**config.mk**
```make
export PLATFORM = sky130hd
export DESIGN_NAME = fifo_frame_reader
export DESIGN_NICKNAME = d
export VERILOG_FILES = /design/src/rtl/fifo_frame_reader_pkg.sv /design/src/rtl/fifo_frame_reader_out_buffer.sv /design/src/rtl/fifo_frame_reader.sv
export SDC_FILE = /design/constraint.sdc
export NUM_CORES = 1
export LEC_CHECK = 0
export ABC_AREA = 0
export CAP_MARGIN = 20
export CELL_PAD_IN_SITES_DETAIL_PLACEMENT = 0
export CELL_PAD_IN_SITES_GLOBAL_PLACEMENT = 1
export CORE_UTILIZATION = 50
export CTS_CLUSTER_DIAMETER = 30
export CTS_CLUSTER_SIZE = 24
export DETAILED_ROUTE_END_ITERATION = 8
export DONT_BUFFER_PORTS = 1
export PLACE_DENSITY = 0.81
export SLEW_MARGIN = 20
export SYNTH_ARGS = -nofsm -noshare
export SYNTH_HDL_FRONTEND = slang
export SYNTH_SLANG_ARGS = --single-unit
```
**constraint.sdc**
```tcl
create_clock -name clk -period 2.8 [get_ports clk]
set_input_delay 0.28 -clock clk [delete_from_list [all_inputs] [get_ports clk]]
set_output_delay 0.28 -clock clk [all_outputs]
set_load 0.02 [all_outputs]
```
**src/rtl/fifo_frame_reader_pkg.sv**
```systemverilog
// Shared definitions for the clk_fft-domain frame reader: sequencer states,
// output buffer depth and statistics counter width.
package fifo_frame_reader_pkg;

    typedef enum logic [1:0] {
        ST_IDLE = 2'd0,
        ST_RUN  = 2'd1,
        ST_PAD  = 2'd2
    } state_t;

    localparam int BUF_DEPTH = 3;
    localparam int STATS_W   = 32;

endpackage

```
**src/rtl/fifo_frame_reader_out_buffer.sv**
```systemverilog
// frame_out_buffer: 3-entry synchronous FIFO holding samples returned by the
// registered FIFO read, with per-entry last/user flags and exposed occupancy.
module frame_out_buffer
    import fifo_frame_reader_pkg::*;
#(
    parameter int DATA_WIDTH = 8
) (
    input  logic                  i_clk,
    input  logic                  i_rst,
    input  logic                  i_push,
    input  logic [DATA_WIDTH-1:0] i_push_data,
    input  logic                  i_push_last,
    input  logic                  i_push_user,
    input  logic                  i_pop,
    output logic [1:0]            o_occ,
    output logic [DATA_WIDTH-1:0] o_data,
    output logic                  o_last,
    output logic                  o_user
);

    logic [DATA_WIDTH-1:0] r_data [BUF_DEPTH];
    logic [BUF_DEPTH-1:0]  r_last;
    logic [BUF_DEPTH-1:0]  r_user;
    logic [1:0]            r_wr_ptr;
    logic [1:0]            r_rd_ptr;
    logic [1:0]            r_occ;

    function automatic logic [1:0] ptr_inc(input logic [1:0] p);
        return (p == 2'(BUF_DEPTH - 1)) ? 2'd0 : p + 2'd1;
    endfunction

    always_ff @(posedge i_clk or posedge i_rst) begin
        if (i_rst) begin
            r_wr_ptr <= 2'd0;
            r_rd_ptr <= 2'd0;
            r_occ    <= 2'd0;
        end else begin
            if (i_push) r_wr_ptr <= ptr_inc(r_wr_ptr);
            if (i_pop)  r_rd_ptr <= ptr_inc(r_rd_ptr);
            case ({i_push, i_pop})
                2'b10:   r_occ <= r_occ + 2'd1;
                2'b01:   r_occ <= r_occ - 2'd1;
                default: r_occ <= r_occ;
            endcase
        end
    end

    // Payload storage carries no reset; occupancy alone decides validity.
    always_ff @(posedge i_clk) begin
        if (i_push) begin
            r_data[r_wr_ptr] <= i_push_data;
            r_last[r_wr_ptr] <= i_push_last;
            r_user[r_wr_ptr] <= i_push_user;
        end
    end

    assign o_occ  = r_occ;
    assign o_data = r_data[r_rd_ptr];
    assign o_last = r_last[r_rd_ptr];
    assign o_user = r_user[r_rd_ptr];

endmodule

```
**src/rtl/fifo_frame_reader.sv**
```systemverilog
// Frame sequencer draining the sample FIFO into a valid/ready stream with last,
// padding with flagged zeros on underrun. Stats ports: FIFO_FRAME_READER_STATS_EN.
module fifo_frame_reader
    import fifo_frame_reader_pkg::*;
#(
    parameter int DATA_WIDTH = 8,
    parameter int LEN_W      = 10,
    parameter int TIMEOUT    = 256
) (
    input  logic                  clk,
    input  logic                  rst,
    input  logic                  enable,
    input  logic [LEN_W-1:0]      frame_len_m1,
    output logic                  fifo_rd_en,
    input  logic [DATA_WIDTH-1:0] fifo_rd_data,
    input  logic                  fifo_rd_empty,
    output logic                  m_tvalid,
    input  logic                  m_tready,
    output logic [DATA_WIDTH-1:0] m_tdata,
    output logic                  m_tlast,
    output logic                  m_tuser,
    output logic                  busy,
    output logic                  underrun
`ifdef FIFO_FRAME_READER_STATS_EN
    ,
    output logic [STATS_W-1:0]    frame_count,
    output logic [STATS_W-1:0]    pad_count
`endif
);

    localparam int                 STALL_W   = $clog2(TIMEOUT) + 1;
    localparam logic [STALL_W-1:0] STALL_LIM = STALL_W'(TIMEOUT - 1);

    state_t               r_state;
    state_t               w_state_nxt;
    logic [LEN_W:0]       r_len_q;
    logic [LEN_W:0]       r_issue_cnt;
    logic [LEN_W:0]       r_out_cnt;
    logic [STALL_W-1:0]   r_stall_cnt;
    logic                 r_rd_vld_p1;
    logic                 r_rd_last_p1;

    logic [1:0]            w_occ;
    logic [DATA_WIDTH-1:0] w_buf_data;
    logic                  w_buf_last;
    logic                  w_buf_user;
    logic                  w_buf_vld;
    logic                  w_need;
    logic                  w_credit;
    logic                  w_stall;
    logic                  w_pad_beat;
    logic                  w_acc;
    logic                  w_pop;
    logic                  w_last_acc;
    logic                  w_restart;
    logic                  w_start;

    // Issue side: reads are credited against buffer space plus the read in flight.
    assign w_need     = (r_state == ST_RUN) && (r_issue_cnt <= r_len_q);
    assign w_credit   = (3'(w_occ) + 3'(r_rd_vld_p1)) < 3'(BUF_DEPTH);
    assign fifo_rd_en = w_need && w_credit && !fifo_rd_empty;
    assign w_stall    = w_need && fifo_rd_empty;
    assign underrun   = w_stall && (r_stall_cnt == STALL_LIM);

    // Output side: buffered samples always drain before any pad beat.
    assign w_buf_vld  = (w_occ != 2'd0);
    assign w_pad_beat = (r_state == ST_PAD) && !w_buf_vld && !r_rd_vld_p1;
    assign m_tvalid   = w_buf_vld || w_pad_beat;
    assign m_tdata    = w_buf_vld ? w_buf_data : '0;
    assign m_tuser    = w_buf_vld ? w_buf_user : w_pad_beat;
    assign m_tlast    = w_buf_vld ? w_buf_last : (w_pad_beat && (r_out_cnt == r_len_q));
    assign busy       = (r_state != ST_IDLE);

    assign w_acc      = m_tvalid && m_tready;
    assign w_pop      = w_acc && w_buf_vld;
    assign w_last_acc = w_acc && m_tlast;
    assign w_restart  = enable && !fifo_rd_empty;
    assign w_start    = ((r_state == ST_IDLE) || w_last_acc) && w_restart;

    frame_out_buffer #(
        .DATA_WIDTH (DATA_WIDTH)
    ) u_out_buf (
        .i_clk       (clk),
        .i_rst       (rst),
        .i_push      (r_rd_vld_p1),
        .i_push_data (fifo_rd_data),
        .i_push_last (r_rd_last_p1),
        .i_push_user (1'b0),
        .i_pop       (w_pop),
        .o_occ       (w_occ),
        .o_data      (w_buf_data),
        .o_last      (w_buf_last),
        .o_user      (w_buf_user)
    );

    always_comb begin
        w_state_nxt = r_state;
        case (r_state)
            ST_IDLE: if (w_restart) w_state_nxt = ST_RUN;
            ST_RUN: begin
                if (w_last_acc)    w_state_nxt = w_restart ? ST_RUN : ST_IDLE;
                else if (underrun) w_state_nxt = ST_PAD;
            end
            ST_PAD:  if (w_last_acc) w_state_nxt = w_restart ? ST_RUN : ST_IDLE;
            default: w_state_nxt = ST_IDLE;
        endcase
    end

    // p1: read issued last cycle; its data lands in the buffer this cycle.
    always_ff @(posedge clk or posedge rst) begin
        if (rst) begin
            r_state      <= ST_IDLE;
            r_len_q      <= '0;
            r_issue_cnt  <= '0;
            r_out_cnt    <= '0;
            r_stall_cnt  <= '0;
            r_rd_vld_p1  <= 1'b0;
            r_rd_last_p1 <= 1'b0;
        end else begin
            r_state      <= w_state_nxt;
            r_rd_vld_p1  <= fifo_rd_en;
            r_rd_last_p1 <= fifo_rd_en && (r_issue_cnt == r_len_q);
            if (w_start) begin
                r_len_q     <= {1'b0, frame_len_m1};
                r_issue_cnt <= '0;
                r_out_cnt   <= '0;
                r_stall_cnt <= '0;
            end else begin
                if (fifo_rd_en) begin
                    r_issue_cnt <= r_issue_cnt + 1'b1;
                    r_stall_cnt <= '0;
                end else if (w_stall) begin
                    r_stall_cnt <= r_stall_cnt + 1'b1;
                end
                if (w_acc) r_out_cnt <= r_out_cnt + 1'b1;
            end
        end
    end

`ifdef FIFO_FRAME_READER_STATS_EN
    logic [STATS_W-1:0] r_frame_count;
    logic [STATS_W-1:0] r_pad_count;

    always_ff @(posedge clk or posedge rst) begin
        if (rst) begin
            r_frame_count <= '0;
            r_pad_count   <= '0;
        end else begin
            if (w_last_acc)          r_frame_count <= r_frame_count + 1'b1;
            if (w_acc && m_tuser)    r_pad_count   <= r_pad_count + 1'b1;
        end
    end

    assign frame_count = r_frame_count;
    assign pad_count   = r_pad_count;
`endif

endmodule

```
== Word-level counts from Yosys, hierarchy flattened ==
Memories as Yosys holds them, arrays and structs flattened.
Index checks and enable logic that the tools add are counted.

* Register bits after elaboration: 57
* Bits in latches: 0
* Memory bits (writable): 24
* ROM bits: 0
* Input bits: 23
* Output and inout bits: 14
* Logic and storage cells: 96
* Memories: 1

* Add/subtract/negate cells: 8
* Multipliers: 0
* Div/mod/pow operators: 0
* Order comparisons: 5
* Equality and inequality tests: 12
* Shift-type cells: 0
* Muxes and demuxes: 28
* Bitwise operators: 2
* Reduce and logical (&&, ||, !) cells: 28

{| class="wikitable"
|+ Memories
! memory !! words !! bits a word !! rd ports !! clocked after memory_dff !! write ports !! line !! RTL
|-
| u_out_buf.r_data || 3 || 8 || 1 || 0 || 1 || fifo_frame_reader_out_buffer.sv:21 || <nowiki>logic [DATA_WIDTH-1:0] r_data [BUF_DEPTH];</nowiki>
|}

{| class="wikitable"
|+ Operator list
! operator !! number
|-
| 2-to-1 mux 11 bit || 4
|-
| 2-to-1 mux 9 bit || 3
|-
| adder 11 x 1 -> 11 bit, second input constant || 2
|-
| == test 11 x 10 -> 1 bit || 2
|-
| logical AND 1 bit || 15
|-
| 2-to-1 mux 2 bit || 6
|-
| <= comparator 11 x 10 -> 1 bit || 1
|-
| nonzero test 2 bit || 5
|-
| adder 9 x 1 -> 9 bit, second input constant || 1
|-
| == test 9 x 8 -> 1 bit, second input constant || 1
|-
| == test 2 bit, second input constant || 4
|-
| 2-to-1 mux 1 bit || 8
|-
| 2-to-1 mux 8 bit || 1
|-
| adder 2 x 1 -> 2 bit, second input constant || 3
|-
| < comparator 2 x 3 -> 1 bit, second input constant || 2
|-
| case mux 2 bit (3 select lines) || 1
|-
| binary-select mux 1 bit (select 2 bit) || 2
|-
| == test 2 x 1 -> 1 bit, second input constant || 2
|-
| != test 2 bit, second input constant || 2
|-
| case mux 2 bit (2 select lines) || 1
|-
| adder 2 x 1 -> 3 bit || 1
|-
| bitwise AND 3 bit || 1
|-
| bitwise mux 3 bit || 1
|-
| logical NOT 1 bit || 3
|-
| 10 further kinds || 11
|}

== Depth between registers and ports, before layout ==
Gate-level depths: netlist (run 1).

* Depth after elaboration: 10
* Depth in mapped cells: 9
* Gate-level depth less buffers: 8

== Cells and area by module ==
From an unflattened synthesis (run 1), not the netlist that was laid out.

* Cells, all modules: 376
* Area total of the unflattened synthesis: 4042.6 µm²

{| class="wikitable"
|+ Modules (own cells, without submodules)
! module !! instances !! cells each !! area an instance (µm²) !! seq. area each (µm²)
|-
| fifo_frame_reader || 1 || 288 || 2656.3 || 1126.1
|-
| frame_out_buffer || 1 || 88 || 1386.3 || 1051.0
|}

== Worst setup path after synthesis (run 1) ==
OpenSTA, ideal clock, no wires.

* Path kind: register to register
* Start point: register r_rd_vld_p1
* End point: register r_issue_cnt[9]
* Library setup time: 0.077 ns
* Data arrival time: 2.248 ns
* Data required time: 2.723 ns
* Slack: 0.475 ns
* Stages on the path, launching flop included: 8
* Path buffers: 0
* Clock period less this slack: 2.325 ns
* Cell sequence: dfrtp_1 > ha_1 > ha_1 > a2111oi_4 > and4_1 > o21ai_2 > or3_1 > a21oi_1

* Cells in the longest elaborated chain, start to end: 8
* Elaborated cells on any way between the ends: 15
* Classes of those cells: add/sub (1); order compare (1); mux (2); reduce/logical (11)

{| class="wikitable"
|+ RTL lines
! item !! line !! RTL
|-
| start: declaration || fifo_frame_reader.sv:40 || <nowiki>logic r_rd_vld_p1;</nowiki>
|-
| start signal: assignment || fifo_frame_reader.sv:121 || <nowiki>r_rd_vld_p1 <= fifo_rd_en;</nowiki>
|-
| branches (longest 8 deep; another with adder 2 x 1 -> 3 bit) || -- ||
|-
| end signal: assignment || fifo_frame_reader.sv:130 || <nowiki>r_issue_cnt <= r_issue_cnt + 1'b1;</nowiki>
|-
| end: declaration || fifo_frame_reader.sv:37 || <nowiki>logic [LEN_W:0] r_issue_cnt;</nowiki>
|}

Parallel ways; which one is timed is not known.
A chain may end at the register's enable or synchronous reset.

== Worst setup path in the final report (run 1) ==
* Start point: register r_len_q[9]
* End point: output port underrun

* Cells in the longest elaborated chain, start to end: 4

{| class="wikitable"
|+ RTL lines
! item !! line !! RTL
|-
| start: declaration || fifo_frame_reader.sv:36 || <nowiki>logic [LEN_W:0] r_len_q;</nowiki>
|-
| start signal: assignment || fifo_frame_reader.sv:124 || <nowiki>r_len_q <= {1'b0, frame_len_m1};</nowiki>
|-
| <= comparator 11 x 10 -> 1 bit || fifo_frame_reader.sv:59 || <nowiki>assign w_need = (r_state == ST_RUN) && (r_issue_cnt <= r_len_q);</nowiki>
|-
| logical AND 1 bit || fifo_frame_reader.sv:59 ||
|-
| logical AND 1 bit || fifo_frame_reader.sv:62 || <nowiki>assign w_stall = w_need && fifo_rd_empty;</nowiki>
|-
| logical AND 1 bit || fifo_frame_reader.sv:63 || <nowiki>assign underrun = w_stall && (r_stall_cnt == STALL_LIM);</nowiki>
|-
| end: declaration || fifo_frame_reader.sv:23 || <nowiki>output logic underrun</nowiki>
|}

Every way passes these cells.

==> impl_results.html, run 1 <==
<table>
<tr><th>Metric</th><th>Value</th></tr>
<tr><th colspan="2">Global routing</th></tr>
<tr><td>Largest net degree at the start of global routing</td><td>35</td></tr>
<tr><td>Initial antenna violation count</td><td>0</td></tr>
<tr><td>GRT Util Overall</td><td>0.196</td></tr>
<tr><td>Wire length of the first global-routing pass</td><td>13000 µm</td></tr>
<tr><td>Global route overflow</td><td>0</td></tr>
<tr><td>Number of global-route vias before repair</td><td>2720</td></tr>
<tr><th colspan="2">Setup path</th></tr>
<tr><td>Setup crit end kind</td><td>primary output</td></tr>
<tr><td>Maximum single-stage delay on the critical path</td><td>0.42 ns</td></tr>
<tr><td>Worst-path fanout max</td><td>12</td></tr>
<tr><td>Cell chain of the critical path</td><td>inv_1 -&gt; ha_1 -&gt; nand4b_1 -&gt; or3_1 -&gt; nand2_2 -&gt; o21ai_1 -&gt; nor2_2</td></tr>
<tr><td>Crit Path Class</td><td>flop to primary output</td></tr>
<tr><td>CP startpoint kind</td><td>flop</td></tr>
<tr><td>CP bufs+invs</td><td>1</td></tr>
<tr><td>Required time of the critical path</td><td>2.52 ns</td></tr>
<tr><td>Slowest cell on the critical path</td><td>or3_1</td></tr>
<tr><td>Arrival time of the worst setup path</td><td>2.31 ns</td></tr>
<tr><td>Cell family with the largest share of critical-path delay</td><td>simple AND/OR/NAND/NOR gates</td></tr>
<tr><th colspan="2">Synth</th></tr>
<tr><td>FF+latch count, synth</td><td>a little over 80</td></tr>
<tr><td>Share of the synthesized area in compound gates (AO/OA/AOI/OAI)</td><td>0.116</td></tr>
<tr><td>Synth top area cells</td><td>dfrtp_1 (32%), edfxtp_1 (22%), ha_1 (5.3%), nor2_1 (4.1%), xnor2_1 (3.9%)</td></tr>
<tr><td>Post-synth ARST share</td><td>0.630</td></tr>
<tr><td>Dominant combinational cell family by area after synthesis</td><td>simple AND/OR/NAND/NOR gates</td></tr>
<tr><td>Nets in the synthesized netlist</td><td>approximately 420</td></tr>
<tr><td>Mean area per synthesized cell</td><td>10.6 µm²</td></tr>
<tr><td>Share of synthesized cell area in and, or, nand and nor gates</td><td>0.153</td></tr>
<tr><td>Number of enable-type register cells in the synthesized netlist</td><td>30</td></tr>
<tr><td>Number of distinct library cell variants in the gate-level netlist after synthesis</td><td>47</td></tr>
<tr><td>Area of the mapped netlist</td><td>approximately 0.0040 mm²</td></tr>
<tr><td>Mapped Cells</td><td>between 300 and 400</td></tr>
<tr><td>Most instantiated flip-flop cell in the synthesis netlist</td><td>dfrtp_1</td></tr>
<tr><td>YS warnings</td><td>0</td></tr>
<tr><td>Area share of the leading cell type in the synthesized netlist</td><td>0.317</td></tr>
<tr><td>Cell type with the largest total area after synthesis</td><td>dfrtp_1</td></tr>
<tr><td>Adder-cell area share of the yosys netlist</td><td>0.0553</td></tr>
<tr><td>Share of cell area taken by muxes after synthesis</td><td>0.0326</td></tr>
<tr><td>Xor/xnor cell area share of the yosys netlist</td><td>0.0631</td></tr>
<tr><td>Sequential cell area fraction in the yosys report</td><td>0.541</td></tr>
<tr><th colspan="2">Floorplan</th></tr>
<tr><td>Starting density of the core</td><td>0.518</td></tr>
<tr><td>Overall die height</td><td>91.7 µm</td></tr>
<tr><td>Placeable core region</td><td>slightly below 0.008 mm²</td></tr>
<tr><td>Die Outline Area</td><td>0.00841 mm²</td></tr>
<tr><td>Io pins</td><td>37</td></tr>
<tr><td>Number of rows in the core area</td><td>32</td></tr>
<tr><td>Die span in x</td><td>between 90 and 100 µm</td></tr>
<tr><th colspan="2">Route</th></tr>
<tr><td>Average routed wire per standard cell</td><td>15.1 µm</td></tr>
<tr><td>First DRT Iteration DRCs</td><td>189</td></tr>
<tr><td>Via-per-instance ratio</td><td>5.53</td></tr>
<tr><td>Final Routed Wirelength</td><td>7550 µm</td></tr>
<tr><td>Remaining design rule violation count</td><td>0</td></tr>
<tr><td>DR pass1 iterations</td><td>4</td></tr>
<tr><td>Total via count in the routed design</td><td>2766</td></tr>
<tr><td>Count of nets left with antenna violations after detail routing</td><td>0</td></tr>
<tr><th colspan="2">Timing</th></tr>
<tr><td>Slew at the pin closest to its max-slew limit</td><td>around 0.78 ns</td></tr>
<tr><td>Time the final worst path needs with I/O delays and setup</td><td>2.59 ns</td></tr>
<tr><td>Setup TNS</td><td>0 ns</td></tr>
<tr><td>Worst hold slack after final layout</td><td>0.0271 ns</td></tr>
<tr><td>Max Clk Rate</td><td>386 MHz</td></tr>
<tr><td>Final Hold Fails</td><td>0</td></tr>
<tr><td>Count of final max-slew check failures</td><td>0</td></tr>
<tr><td>Worst slew margin</td><td>0.474</td></tr>
<tr><td>Fin crit share</td><td>0.926</td></tr>
<tr><td>Final setup margin</td><td>0.206 ns</td></tr>
<tr><td>Clk_skew</td><td>0.00955 ns</td></tr>
<tr><td>Unrepaired setup endpoints after global routing</td><td>false</td></tr>
<tr><td>Final setup fails</td><td>0</td></tr>
<tr><th colspan="2">Clock network</th></tr>
<tr><td>Clk sinks</td><td>81</td></tr>
<tr><td>Number of buffers added by the clock tree synthesis step</td><td>9</td></tr>
<tr><td>Clock slew seen by the registers of the worst setup and hold paths</td><td>approximately 0.08 ns</td></tr>
<tr><td>TritonCTS clock tree</td><td>done</td></tr>
<tr><td>Clock buffer depth</td><td>2</td></tr>
<tr><td>Count of H-tree levels built during CTS</td><td>3</td></tr>
<tr><td>Later-pin clock latency in the skew report</td><td>0.35 ns</td></tr>
<tr><td>CTS root buffer</td><td>clkbuf_8</td></tr>
<tr><td>Post-CTS setup-driven buffer insertion count</td><td>0</td></tr>
<tr><th colspan="2">Layout</th></tr>
<tr><td>Final core occ</td><td>0.575</td></tr>
<tr><td>Post-layout nets</td><td>433</td></tr>
<tr><td>Diode count</td><td>0</td></tr>
<tr><td>Final non-filler cell area</td><td>between 0.004 and 0.005 mm²</td></tr>
<tr><td>Fraction of final layout cells sized beyond drive strength 1</td><td>0.0980</td></tr>
<tr><td>Layout Cells excl Fill</td><td>500</td></tr>
<tr><td>Area growth from synthesis to layout</td><td>11.0%</td></tr>
<tr><th colspan="2">Place</th></tr>
<tr><td>Dpl cells</td><td>about 480</td></tr>
<tr><td>DPL Wire Length</td><td>5320 µm</td></tr>
<tr><td>Routability-driven placement congestion ratio</td><td>0.831</td></tr>
<tr><td>Total cell area at the placement stage</td><td>~0.0042 mm²</td></tr>
<tr><td>Number of buffer cells added on primary ports</td><td>0</td></tr>
<tr><td>Worst slack at placement</td><td>0.173 ns</td></tr>
<tr><th colspan="2">Power and ir drop</th></tr>
<tr><td>Max VDD drop</td><td>roughly 480 µV</td></tr>
<tr><td>Post-layout power</td><td>4.19 mW</td></tr>
<tr><td>Power per cell area</td><td>937 mW/mm²</td></tr>
<tr><td>Leak Pwr</td><td>1.85 nW</td></tr>
<tr><th colspan="2">Run</th></tr>
<tr><td>MaxCap Viol Count</td><td>0</td></tr>
<tr><th colspan="2">Outcome</th></tr>
<tr><td>Run status</td><td>finished, final reports clean</td></tr>
<tr><th colspan="2">Hold path</th></tr>
<tr><td>HP Class</td><td>input pin to flop</td></tr>
</table>
layout by cell type (no fill, tap or decap), drive strengths merged, types with 2 or more instances in the layout:
| cell type | instances |
|---|---|
| o21a | 5 |
| o21ai | 29 |
| or3 | 12 |
| clkinv | 4 |
| nand3 | 8 |
| nand2 | 23 |
| a31oi | 2 |
| nand2b | 3 |
| xor2 | 11 |
| o2111ai | 2 |
| and4 | 3 |
| and2 | 2 |
| a21o | 2 |
| nand3b | 2 |
| or2 | 3 |
| dlygate4sd3 | 5 |
| a21oi | 25 |
| mux2i | 12 |
| clkbuf | 9 |
| nor2 | 44 |
| bufinv | 2 |
| buf | 10 |
| xnor2 | 18 |
| nor3 | 6 |
| ha | 17 |
| inv | 27 |
| dfrtp | 51 |
| edfxtp | 30 |
| o211ai | 6 |
| and3 | 5 |
| nand4 | 7 |
worst paths after layout:
path / start / endpoint / slack [ns] / cells past startpoint
min: fifo_rd_data[6] / u_out_buf.r_data[0][6] / 0.03 / 0
min reg2reg: r_rd_last_p1 / u_out_buf.r_last[0] / 0.51 / 0
min in group asynchronous: rst / u_out_buf.r_wr_ptr[1] / 0.39 / 2
max in group asynchronous: rst / r_out_cnt[7] / 1.64 / 3
max: r_len_q[9] / underrun / 0.21 / 7
max reg2reg: r_rd_vld_p1 / r_issue_cnt[9] / 0.21 / 7
registers in the layout, summed over array words and instances (netlist names), 3 cells and up:
name              count
u_out_buf.r_user      3
u_out_buf.r_data     24
r_stall_cnt           9
u_out_buf.r_last      3
r_out_cnt            11
r_issue_cnt          11
r_len_q              10
power breakdown:
| group | switching, mW | internal (mW) | total [mW] | leakage [nW] |
|---|---|---|---|---|
| combinational | 0.937 | 0.571 | 1.51 | 0.791 |
| clock | 0.448 | 0.512 | 0.959 | 0.114 |
| sequential | 0.222 | 1.50 | 1.72 | 0.947 |
| total | 1.61 | 2.58 | 4.19 | 1.85 |
cell families (layout without fill, tap and decap cells):
| group | after synthesis | count (layout) |
|---|---|---|
| AO/OA/AOI/OAI | 76 | 76 |
| multiplexers | 13 | 13 |
| AND/OR/NAND/NOR | 124 | 124 |
| adder cells (fa/ha/maj) | 18 | 18 |
| XOR/XNOR | 29 | 29 |
| flip-flops | 81 | 81 |
| buffers and inverters | 38 | 57 |
final cells by class:
class | instances | area [µm²]
well taps | 102 | 128
clock inverters | 7 | 104
clock buffers | 9 | 124
repair buffers | 15 | 138
inverters | 26 | 97.6
fillers | 691 | 3300
multi-input cells | 260 | 1700
flip-flops and latches | 81 | 2180
cell usage after synthesis, drive strengths merged (2+ instances only):
library cell and number:
a31oi 2, dfrtp 51, nand4 7, nor3 6
o21a 5, mux2i 12, or3 12, nor2 44
o21ai 29, and4 3, a21oi 25, or2 3
nand3 8, nand2 23, and2 2, xor2 11
buf 8, edfxtp 30, clkbuf 4, a21o 2
xnor2 18, o211ai 6, nand3b 2, inv 26
ha 17, o2111ai 2, nand2b 3, and3 5
repair_timing:
action,CTS,global route
endpoints found under the setup margin,2,12
hold endpoints to repair,21,10
gates resized for setup,1,4
hold buffers,1,4
routing by layer:
metal,global-route usage,routed length (µm),vias to the layer above
li1,-,-,1373
met4,0.0703,93,0
met2,0.323,3700,45
met3,0.0381,283,7
met5,0,0,-
met1,0.259,3480,1341
(Power assumes the default switching activity.)
==> run 2: changes to the inputs <==
Settings changed: CORE_UTILIZATION 50 to 40, PLACE_DENSITY 0.81 to 0.67.
Clock period 2.8 ns to 2.55 ns, I/O delays scaled along.
==> impl_results.html, run 2 (synthesis gave the netlist of run 1 again) <==
<table>
<tr><th>Metric</th><th>Value</th></tr>
<tr><th colspan="2">Layout</th></tr>
<tr><td>Most common cell after layout, fill and taps aside</td><td>dfrtp_1</td></tr>
<tr><td>Area growth from synthesis to layout</td><td>15.2%</td></tr>
<tr><td>Top library cells by usage in the layout, fill and taps aside</td><td>dfrtp_1 (51), nor2_1 (44), edfxtp_1 (30), o21ai_0 (25), a21oi_1 (25)</td></tr>
<tr><td>Fraction of final layout cells sized beyond drive strength 1</td><td>0.126 (+0.0279)</td></tr>
<tr><td>Final core occ</td><td>0.474 (-0.101)</td></tr>
<tr><td>Post-layout nets</td><td>448 (+3.5%)</td></tr>
<tr><td>Register bank with the most flops</td><td>u_out_buf.r_data</td></tr>
<tr><td>Diode count</td><td>0 (unchanged)</td></tr>
<tr><td>Top flop regs</td><td>u_out_buf.r_data (24), r_issue_cnt (11), r_out_cnt (11)</td></tr>
<tr><td>Flip-flop count of the largest register after layout</td><td>24 (unchanged)</td></tr>
<tr><th colspan="2">Setup path</th></tr>
<tr><td>CP startpoint kind</td><td>flop</td></tr>
<tr><td>Setup crit end kind</td><td>primary output</td></tr>
<tr><td>Worst-path fanout max</td><td>9 (-3)</td></tr>
<tr><td>Cell family with the largest share of critical-path delay</td><td>simple AND/OR/NAND/NOR gates</td></tr>
<tr><td>Slowest cell on the critical path</td><td>or3_4</td></tr>
<tr><td>Arrival time of the worst setup path</td><td>2.19 ns (-0.12 ns)</td></tr>
<tr><td>CP bufs+invs</td><td>2 (+1)</td></tr>
<tr><td>Crit Path Class</td><td>flop to primary output</td></tr>
<tr><td>Required time of the critical path</td><td>2.30 ns (-0.22 ns)</td></tr>
<tr><td>Maximum single-stage delay on the critical path</td><td>0.43 ns (about the same)</td></tr>
<tr><td>Cell chain of the critical path</td><td>inv_1 -&gt; ha_1 -&gt; nand4b_1 -&gt; or3_4 -&gt; nand2_8 -&gt; o21ai_4 -&gt; nor2_1 -&gt; buf_4</td></tr>
<tr><th colspan="2">Place</th></tr>
<tr><td>DPL Wire Length</td><td>5640 µm (+6.0%)</td></tr>
<tr><td>Routability-driven placement congestion ratio</td><td>0.820 (-1.3%)</td></tr>
<tr><td>Worst slack at placement</td><td>0.0851 ns (-0.0875 ns)</td></tr>
<tr><td>Number of buffer cells added on primary ports</td><td>0 (unchanged)</td></tr>
<tr><th colspan="2">Power and ir drop</th></tr>
<tr><td>Max VDD drop</td><td>479 µV (-0.16%)</td></tr>
<tr><td>Post-layout power</td><td>4.66 mW (+11%)</td></tr>
<tr><td>Power per cell area</td><td>1010 mW/mm² (+7.2%)</td></tr>
<tr><td>Leak Pwr</td><td>1.91 nW (+3.2%)</td></tr>
<tr><th colspan="2">Global routing</th></tr>
<tr><td>Global route overflow</td><td>0 (unchanged)</td></tr>
<tr><td>Number of global-route vias before repair</td><td>2677 (-1.6%)</td></tr>
<tr><td>Initial antenna violation count</td><td>0 (unchanged)</td></tr>
<tr><td>GRT Util Overall</td><td>0.169 (-0.0272)</td></tr>
<tr><td>Wire length of the first global-routing pass</td><td>13200 µm (+1.6%)</td></tr>
<tr><td>Largest net degree at the start of global routing</td><td>52 (+49%)</td></tr>
<tr><th colspan="2">Floorplan</th></tr>
<tr><td>Placeable core region</td><td>0.00977 mm² (+26%)</td></tr>
<tr><td>Number of rows in the core area</td><td>36 (+13%)</td></tr>
<tr><td>Overall die height</td><td>102 µm (+12%)</td></tr>
<tr><td>Starting density of the core</td><td>0.412 (-0.106)</td></tr>
<tr><td>Die span in x</td><td>102 µm (+12%)</td></tr>
<tr><td>Die Outline Area</td><td>0.0105 mm² (+24%)</td></tr>
<tr><td>Io pins</td><td>37 (unchanged)</td></tr>
<tr><th colspan="2">Timing</th></tr>
<tr><td>Clk_skew</td><td>0.0123 ns (+0.00273 ns)</td></tr>
<tr><td>Max Clk Rate</td><td>408 MHz</td></tr>
<tr><td>Count of final max-slew check failures</td><td>0 (unchanged)</td></tr>
<tr><td>Time the final worst path needs with I/O delays and setup</td><td>2.45 ns</td></tr>
<tr><td>Worst hold slack after final layout</td><td>0.0257 ns (-0.00139 ns)</td></tr>
<tr><td>Unrepaired setup endpoints after global routing</td><td>true</td></tr>
<tr><td>Worst slew margin</td><td>0.495 (+0.0216)</td></tr>
<tr><td>Final setup fails</td><td>0 (unchanged)</td></tr>
<tr><td>Slew at the pin closest to its max-slew limit</td><td>0.749 ns (-0.0320 ns)</td></tr>
<tr><td>Final setup margin</td><td>0.101 ns (-0.106 ns)</td></tr>
<tr><td>Final Hold Fails</td><td>0 (unchanged)</td></tr>
<tr><td>Setup TNS</td><td>0 ns (unchanged)</td></tr>
<tr><td>Fin crit share</td><td>0.961</td></tr>
<tr><th colspan="2">Route</th></tr>
<tr><td>Total via count in the routed design</td><td>2742 (-0.87%)</td></tr>
<tr><td>Average routed wire per standard cell</td><td>14.8 µm (-1.9%)</td></tr>
<tr><td>Final Routed Wirelength</td><td>8090 µm (+7.1%)</td></tr>
<tr><td>Count of nets left with antenna violations after detail routing</td><td>0 (unchanged)</td></tr>
<tr><td>Via-per-instance ratio</td><td>5.02 (-9.2%)</td></tr>
<tr><td>First DRT Iteration DRCs</td><td>82 (-57%)</td></tr>
<tr><td>Remaining design rule violation count</td><td>0 (unchanged)</td></tr>
<tr><td>DR pass1 iterations</td><td>4 (unchanged)</td></tr>
<tr><th colspan="2">Clock network</th></tr>
<tr><td>Later-pin clock latency in the skew report</td><td>0.36 ns (about the same)</td></tr>
<tr><td>Clk sinks</td><td>81 (unchanged)</td></tr>
<tr><td>Count of H-tree levels built during CTS</td><td>3 (unchanged)</td></tr>
<tr><td>TritonCTS clock tree</td><td>done</td></tr>
<tr><td>Number of buffers added by the clock tree synthesis step</td><td>9 (unchanged)</td></tr>
<tr><td>Clock slew seen by the registers of the worst setup and hold paths</td><td>0.10 ns (+0.02 ns)</td></tr>
<tr><td>CTS root buffer</td><td>clkbuf_8</td></tr>
<tr><td>Clock buffer depth</td><td>2 (unchanged)</td></tr>
<tr><th colspan="2">Hold path</th></tr>
<tr><td>HP Class</td><td>input pin to flop</td></tr>
<tr><th colspan="2">Run</th></tr>
<tr><td>MaxCap Viol Count</td><td>0 (unchanged)</td></tr>
<tr><th colspan="2">Outcome</th></tr>
<tr><td>Run status</td><td>finished, final reports clean</td></tr>
</table>
[run 2: cell count changes in the layout (fill, tap and decap cells not counted), sizes merged]
cell and change:
clkinvlp +2, bufinv -1, inv +3, buf +10
clkinv -4, dlygate4sd3 +5
[run 2: worst register-to-register path, delay by kind of cell, from the launching register on]
kind	cells	cell delay, ns
flip-flops	1	0.37
AND/OR/NAND/NOR	4	1.14
adder cells (fa/ha/maj)	1	0.32
buffers and inverters	1	0.06
AO/OA/AOI/OAI	2	0.38
[run 2: path summary, 6_finish.rpt]
check | endpoint | slack, ns | cells past startpoint | startpoint
setup / recovery | underrun | 0.10 | 8 | r_len_q[9]
hold / removal | r_len_q[4] | 0.03 | 2 | frame_len_m1[4]
setup reg to reg | r_issue_cnt[10] | 0.20 | 8 | r_len_q[9]
hold reg to reg | u_out_buf.r_last[0] | 0.50 | 0 | r_rd_last_p1
max in group asynchronous | r_issue_cnt[2] | 1.57 | 3 | rst
min in group asynchronous | r_stall_cnt[3] | 0.53 | 3 | rst
[run 2: layout make-up]
cell class | count | area (µm²)
clock buffer | 9 | 124
inverter | 26 | 97.6
tap | 133 | 166
multi-input combinational | 260 | 1740
sequential | 81 | 2180
timing repair buffer | 30 | 250
clock inverter | 7 | 82.6
fill | 939 | 5140
[run 2: repair_timing]
item,in CTS,in global routing
hold buffers,10,0
gates resized for setup,6,5
endpoints found under the hold margin,76,0
endpoints found under the setup margin,2,16
buffers inserted,0,3
pin swaps,0,4
[run 2: per-stage QoR]
step	std cells	area [µm²]
global route	546	4630
finish	546	4630
detailed placement	517	4260
global placement	517	4260
CTS	543	4580
floorplan	379	4020
[run 2: layer usage]
metal  up-vias  track usage  share of wire
li1       1393            -              -
met1      1304        0.215           0.47
met2        34        0.280           0.48
met3        11       0.0342          0.037
met4         0       0.0725          0.016
met5         -            0              0
[run 2: report_power, final]
group	switching, mW	internal [mW]
logic	1.10	0.693
clock network	0.521	0.470
registers	0.228	1.65
total	1.85	2.81
==> run 3: changes to the inputs <==
Settings changed: SKIP_LAST_GASP set to 1.
==> impl_results.html, run 3 (synthesis gave the netlist of run 1 again) <==
<table>
<tr><th>Metric</th><th>Value</th></tr>
<tr><th colspan="2">Setup path</th></tr>
<tr><td>Slowest cell on the critical path</td><td>or3_4</td></tr>
<tr><td>Worst-path fanout max</td><td>9 (unchanged)</td></tr>
<tr><td>CP bufs+invs</td><td>1 (-1)</td></tr>
<tr><td>Maximum single-stage delay on the critical path</td><td>0.44 ns (about the same)</td></tr>
<tr><td>Cell family with the largest share of critical-path delay</td><td>simple AND/OR/NAND/NOR gates</td></tr>
<tr><td>Required time of the critical path</td><td>2.30 ns (about the same)</td></tr>
<tr><td>Setup crit end kind</td><td>primary output</td></tr>
<tr><td>Cell chain of the critical path</td><td>ha_1 -&gt; nand4b_1 -&gt; or3_4 -&gt; nand2_8 -&gt; o21ai_2 -&gt; nor2_1 -&gt; buf_4</td></tr>
<tr><td>Crit Path Class</td><td>flop to primary output</td></tr>
<tr><td>CP startpoint kind</td><td>flop</td></tr>
<tr><td>Arrival time of the worst setup path</td><td>2.22 ns (+0.03 ns)</td></tr>
<tr><th colspan="2">Clock network</th></tr>
<tr><td>Clock buffer depth</td><td>2 (unchanged)</td></tr>
<tr><td>TritonCTS clock tree</td><td>done</td></tr>
<tr><td>Number of buffers added by the clock tree synthesis step</td><td>9 (unchanged)</td></tr>
<tr><td>Clock slew seen by the registers of the worst setup and hold paths</td><td>0.09 ns (about the same)</td></tr>
<tr><td>Later-pin clock latency in the skew report</td><td>0.36 ns (about the same)</td></tr>
<tr><td>Clk sinks</td><td>81 (unchanged)</td></tr>
<tr><td>Count of H-tree levels built during CTS</td><td>3 (unchanged)</td></tr>
<tr><td>CTS root buffer</td><td>clkbuf_8</td></tr>
<tr><th colspan="2">Layout</th></tr>
<tr><td>Top library cells by usage in the layout, fill and taps aside</td><td>dfrtp_1 (51), nor2_1 (44), edfxtp_1 (30), a21oi_1 (25), buf_4 (25)</td></tr>
<tr><td>Area of combinational cells with multiple inputs</td><td>0.00173 mm² (-0.36%)</td></tr>
<tr><td>Layout Cells excl Fill</td><td>551 (+0.92%)</td></tr>
<tr><td>Fraction of final layout cells sized beyond drive strength 1</td><td>0.136 (+0.0105)</td></tr>
<tr><td>Post-layout nets</td><td>453 (+1.1%)</td></tr>
<tr><td>Register bank with the most flops</td><td>u_out_buf.r_data</td></tr>
<tr><td>Area growth from synthesis to layout</td><td>16.0%</td></tr>
<tr><td>Top flop regs</td><td>u_out_buf.r_data (24), r_issue_cnt (11), r_out_cnt (11)</td></tr>
<tr><td>Flip-flop count of the largest register after layout</td><td>24 (unchanged)</td></tr>
<tr><td>Diode count</td><td>0 (unchanged)</td></tr>
<tr><td>FF/Latch Area</td><td>0.00218 mm² (unchanged)</td></tr>
<tr><td>Filler instances</td><td>937 (-0.21%)</td></tr>
<tr><td>Final non-filler cell area</td><td>0.00467 mm² (+0.67%)</td></tr>
<tr><td>Final core occ</td><td>0.477 (+0.00320)</td></tr>
<tr><td>Most common cell after layout, fill and taps aside</td><td>dfrtp_1</td></tr>
<tr><th colspan="2">Floorplan</th></tr>
<tr><td>Placeable core region</td><td>0.00977 mm² (unchanged)</td></tr>
<tr><td>Io pins</td><td>37 (unchanged)</td></tr>
<tr><td>Die span in x</td><td>102 µm (unchanged)</td></tr>
<tr><td>Starting density of the core</td><td>0.412 (unchanged)</td></tr>
<tr><td>Die Outline Area</td><td>0.0105 mm² (unchanged)</td></tr>
<tr><td>Overall die height</td><td>102 µm (unchanged)</td></tr>
<tr><td>Number of rows in the core area</td><td>36 (unchanged)</td></tr>
<tr><th colspan="2">Power and ir drop</th></tr>
<tr><td>Clock power share</td><td>0.212 (about the same)</td></tr>
<tr><td>Sequential power share</td><td>0.397 (-0.005)</td></tr>
<tr><td>Gate power share</td><td>0.391 (+0.006)</td></tr>
<tr><td>Leak Pwr</td><td>1.94 nW (+1.5%)</td></tr>
<tr><td>Max VDD drop</td><td>482 µV (+0.73%)</td></tr>
<tr><td>Sw Ratio</td><td>0.394 (-0.00283)</td></tr>
<tr><td>Power per cell area</td><td>1010 mW/mm² (+0.37%)</td></tr>
<tr><td>Internal power of the cells</td><td>2.85 mW (+1.5%)</td></tr>
<tr><td>Net switching power</td><td>1.86 mW (+0.33%)</td></tr>
<tr><th colspan="2">Global routing</th></tr>
<tr><td>Initial antenna violation count</td><td>0 (unchanged)</td></tr>
<tr><td>Number of global-route vias before repair</td><td>2674 (-0.11%)</td></tr>
<tr><td>Met2 capacity usage during global routing</td><td>0.280 (unchanged)</td></tr>
<tr><td>Most used routing layer</td><td>met2</td></tr>
<tr><td>Largest net degree at the start of global routing</td><td>52 (unchanged)</td></tr>
<tr><td>Met3 capacity usage during global routing</td><td>0.0342 (unchanged)</td></tr>
<tr><td>Global route overflow</td><td>0 (unchanged)</td></tr>
<tr><td>Fraction of met1 tracks used by global routing</td><td>0.215 (unchanged)</td></tr>
<tr><td>Wire length of the first global-routing pass</td><td>13200 µm (unchanged)</td></tr>
<tr><td>GRT Util Overall</td><td>0.169 (unchanged)</td></tr>
<tr><th colspan="2">Timing</th></tr>
<tr><td>Worst slew margin</td><td>0.495 (about the same)</td></tr>
<tr><td>Fin crit share</td><td>0.971 (+0.0110)</td></tr>
<tr><td>Clk_skew</td><td>0.0135 ns (+0.00117 ns)</td></tr>
<tr><td>Count of final max-slew check failures</td><td>0 (unchanged)</td></tr>
<tr><td>Max Clk Rate</td><td>404 MHz (-1.1%)</td></tr>
<tr><td>Setup TNS</td><td>0 ns (unchanged)</td></tr>
<tr><td>Final setup fails</td><td>0 (unchanged)</td></tr>
<tr><td>Unrepaired setup endpoints after global routing</td><td>true</td></tr>
<tr><td>Worst hold slack after final layout</td><td>0.0226 ns (-0.00306 ns)</td></tr>
<tr><td>Slew at the pin closest to its max-slew limit</td><td>0.749 ns (-0.000192 ns)</td></tr>
<tr><td>Time the final worst path needs with I/O delays and setup</td><td>2.48 ns (+0.0279 ns)</td></tr>
<tr><td>Final Hold Fails</td><td>0 (unchanged)</td></tr>
<tr><th colspan="2">Route</th></tr>
<tr><td>Total via count in the routed design</td><td>2777 (+1.3%)</td></tr>
<tr><td>Via-per-instance ratio</td><td>5.04 (+0.36%)</td></tr>
<tr><td>Remaining design rule violation count</td><td>0 (unchanged)</td></tr>
<tr><td>DR pass1 iterations</td><td>4 (unchanged)</td></tr>
<tr><td>First DRT Iteration DRCs</td><td>79 (-3.7%)</td></tr>
<tr><td>Count of nets left with antenna violations after detail routing</td><td>0 (unchanged)</td></tr>
<tr><td>Final Routed Wirelength</td><td>8170 µm (+0.99%)</td></tr>
<tr><td>Average routed wire per standard cell</td><td>14.8 µm (about the same)</td></tr>
<tr><th colspan="2">Outcome</th></tr>
<tr><td>Run status</td><td>finished, final reports clean</td></tr>
<tr><th colspan="2">Hold path</th></tr>
<tr><td>HP Class</td><td>input pin to flop</td></tr>
<tr><th colspan="2">Place</th></tr>
<tr><td>Number of buffer cells added on primary ports</td><td>0 (unchanged)</td></tr>
<tr><td>Dpl cells</td><td>517 (unchanged)</td></tr>
<tr><td>DPL Wire Length</td><td>5640 µm (unchanged)</td></tr>
<tr><td>Total cell area at the placement stage</td><td>0.00426 mm² (unchanged)</td></tr>
<tr><td>Routability-driven placement congestion ratio</td><td>0.820 (unchanged)</td></tr>
<tr><th colspan="2">Run</th></tr>
<tr><td>MaxCap Viol Count</td><td>0 (unchanged)</td></tr>
</table>
==> run 3: changes by cell type in the layout (fill, tap and decap cells not counted) <==
cell     before  now
o21ai_1       1    3
nand3_2       0    1
o21ai_4       1    0
o21ai_0      25   24
nand3_1       8    7
buf_4        20   25
==> run 3: what timing repair did <==
item,in CTS,in global routing
setup buffers,0,8
hold endpoints to repair,76,0
gates resized for setup,4,7
setup endpoints to repair,2,16
pin swaps,0,6
hold buffers,10,0
==> run 3: worst paths after layout <==
path,startpoint,endpoint,slack (ns),cells after the start
max,r_issue_cnt[9],underrun,0.07,7
min,frame_len_m1[4],r_len_q[4],0.02,2
max reg2reg,r_rd_vld_p1,r_issue_cnt[9],0.19,8
min reg2reg,r_rd_last_p1,u_out_buf.r_last[0],0.51,0
max in group asynchronous,rst,r_issue_cnt[2],1.56,3
min in group asynchronous,rst,r_stall_cnt[3],0.52,3
==> run 3: final cells by class <==
class	instances	share of cell area
Clock inverter	7	0.0177
Multi-Input combinational cell	260	0.371
Timing Repair Buffer	35	0.0617
Sequential cell	81	0.467
Clock buffer	9	0.0265
Inverter	26	0.0209
Tap cell	133	0.0357
==> run 3: power by group through the flow <==
stage / combinational (mW) / clock [mW] / sequential [mW]
after floorplan: 1.34 / 0 / 1.85
after CTS: 1.75 / 1.03 / 1.87
final: 1.84 / 0.996 / 1.87
after global routing: 2.07 / 1.08 / 1.91
after global placement: 1.69 / 0 / 1.89
after detailed placement: 1.71 / 0 / 1.90
==> run 3: per-stage QoR <==
step | worst slack [ns] | total power [mW]
floorplan | 0.225 | 3.20
global placement | 0.130 | 3.58
detailed placement | 0.0851 | 3.61
CTS | -0.0262 | 4.65
global route | -0.0492 | 5.06
finish | 0.0727 | 4.71
==> run 3: layer usage <==
layer  part of all wire  wire length (µm)  vias up
li1                   -                 -     1402
met1               0.47              3830     1323
met2               0.48              3900       41
met3              0.036               296       11
met4              0.017               138        0
met5                  0                 0        -
==> edit: new RTL, settings of run 2 <==
The option `FIFO_FRAME_READER_STATS_EN` is turned on by a define.
--- a/src/rtl/fifo_frame_reader.sv
+++ b/src/rtl/fifo_frame_reader.sv
@@ -2,2 +2,4 @@
 // padding with flagged zeros on underrun. Stats ports: FIFO_FRAME_READER_STATS_EN.
+`define FIFO_FRAME_READER_STATS_EN
+
 module fifo_frame_reader
Function (old outputs only; new: frame_count and pad_count): kept (equiv_simple and equiv_induct, registers matched by name and starting in step).
==> edit against run 2 <==
  * Clock skew hardly changed
  * Design area rose by 83%
  * Worst setup slack got worse by 0.0041 ns
  * Synthesized cell count up 70%
  * Wire length grew 93%
  * Hold slack improved by 0.065 ns
  * Area after synthesis up 74%
  * Sequential cell count up 64
  * Largest power group unchanged
  * Register-to-register slack gained 0.03 ns
  * Via count rose by 81%
  * Largest cell class unchanged
  * Highest routed layer unchanged
  * Final cell count increased by 73%
  * Global-route usage increased by 1.1 points
  * Power up 75%
==> edit: results <==
[status]
status = complete, no violations

[power]
comb_power_share_pct = 29.1
p_leak_uw = 0.003588
peakVddDrop_mv = 0.4805
internal_power_uw = 5211
swShare_pct = 35.90

[clock_network]
worstSkewPairLatency_ns = 0.43
path_clk_slew_ns = 0.06
htree_levels = 4
cts_buffers = 17
cts-root-buf = clkbuf_16

[worst_setup_path]
crit_start = r_len_q[8]
cpPeakStageDelay_ns = 0.40

[grt]
use_met1_pct = 23.67
grtUsageTotal_pct = 18.06
grt_pass1_vias = 5044
grt_pass1_wl_mm = 25.47
use_met2_pct = 28.61
grt_max_degree = 116

[synth]
ys_seq_area_share_pct = 53.82
synthAdderAreaFrac_pct = 3.529
synth_cells = 646
syn_nets = 688
async_flop_share_pct = 79.31
synth-xor-area-share_pct = 11.35
synth_mux_area_share_pct = 3.493
synth_area_leaders = dfrtp_1, edfxtp_1, xnor2_1
ys_types = 61

[placement]
globalplace.congestion = 0.8255
dpl_worst_slack_ns = 0.1215
dp_hpwl_mm = 10.54
place_inst = 876
port_buffers = 0

[timing]
relSlewSlack_pct = 57.21
clock_skew_ns = 0.01265

[drt]
met1_length_mm = 7.244
viasPerCell = 5.268
dr_wl_met3_um = 748

[finish]
nNetsFinal = 748
final_cell_count_no_fill = 944
layout-drive-gt1-share_pct = 16.13

[worst_hold_path]
hold_start = fifo_rd_empty
==> edit: cell types whose count changed after synthesis, sizes merged, moves of 7 or more <==
cell   change
and3      +16
nor3       +8
xor2      +19
nor2      +22
mux2      +11
nand4     +20
nand2     +12
dfrtp     +64
o21ai     -12
buf        +7
xnor2     +43
nand3     +41
==> edit: cell type report <==
class,count,area [sq um],area share [%]
multi-input cells,449,3129,37.00
flip-flops and latches,145,3784,44.73
inverters,31,120.1,1.420
well taps,225,281.5,3.328
clock buffers,17,425.4,5.030
repair buffers,62,544.3,6.435
clock inverters,15,173.9,2.056
==> edit: through the flow <==
step                      area [sq um]  util, %  hold WS, ns
final                             8458    49.07      0.09037
after global routing              8458    49.07      0.06698
after CTS                         8298    48.14      0.05477
after detailed placement          7426    43.08       0.3540
after global placement            7426    43.08       0.3541
after floorplan                   7024        -       0.3539
==> edit: path summary, 6_finish.rpt <==
kind / endpoint / slack [ns] / depth (start not counted)
min reg2reg: u_out_buf.r_last[1] / 0.47 / 0
max in group asynchronous: r_rd_vld_p1 / 1.54 / 3
max reg2reg: r_stall_cnt[3] / 0.23 / 9
min: r_state[0] / 0.09 / 2
min in group asynchronous: r_issue_cnt[2] / 0.47 / 3
max: underrun / 0.1 / 8
==> edit: cell families (layout without fill, tap and decap cells) <==
logic type	Yosys count	in the layout
XOR/XNOR	91	91
AND/OR/NAND/NOR	246	246
flip-flops	145	145
adder cells (fa/ha/maj)	20	20
AO/OA/AOI/OAI	69	69
multiplexers	23	23
buffers and inverters	52	125
==> edit: what timing repair did <==
item / 4_1_cts / 5_1_grt
gates resized for setup: 5 / 19
endpoints found under the hold margin: 150 / 0
hold buffers: 20 / 0
endpoints found under the setup margin: 2 / 3
pin swaps: 2 / 6
buffers inserted: 6 / 10
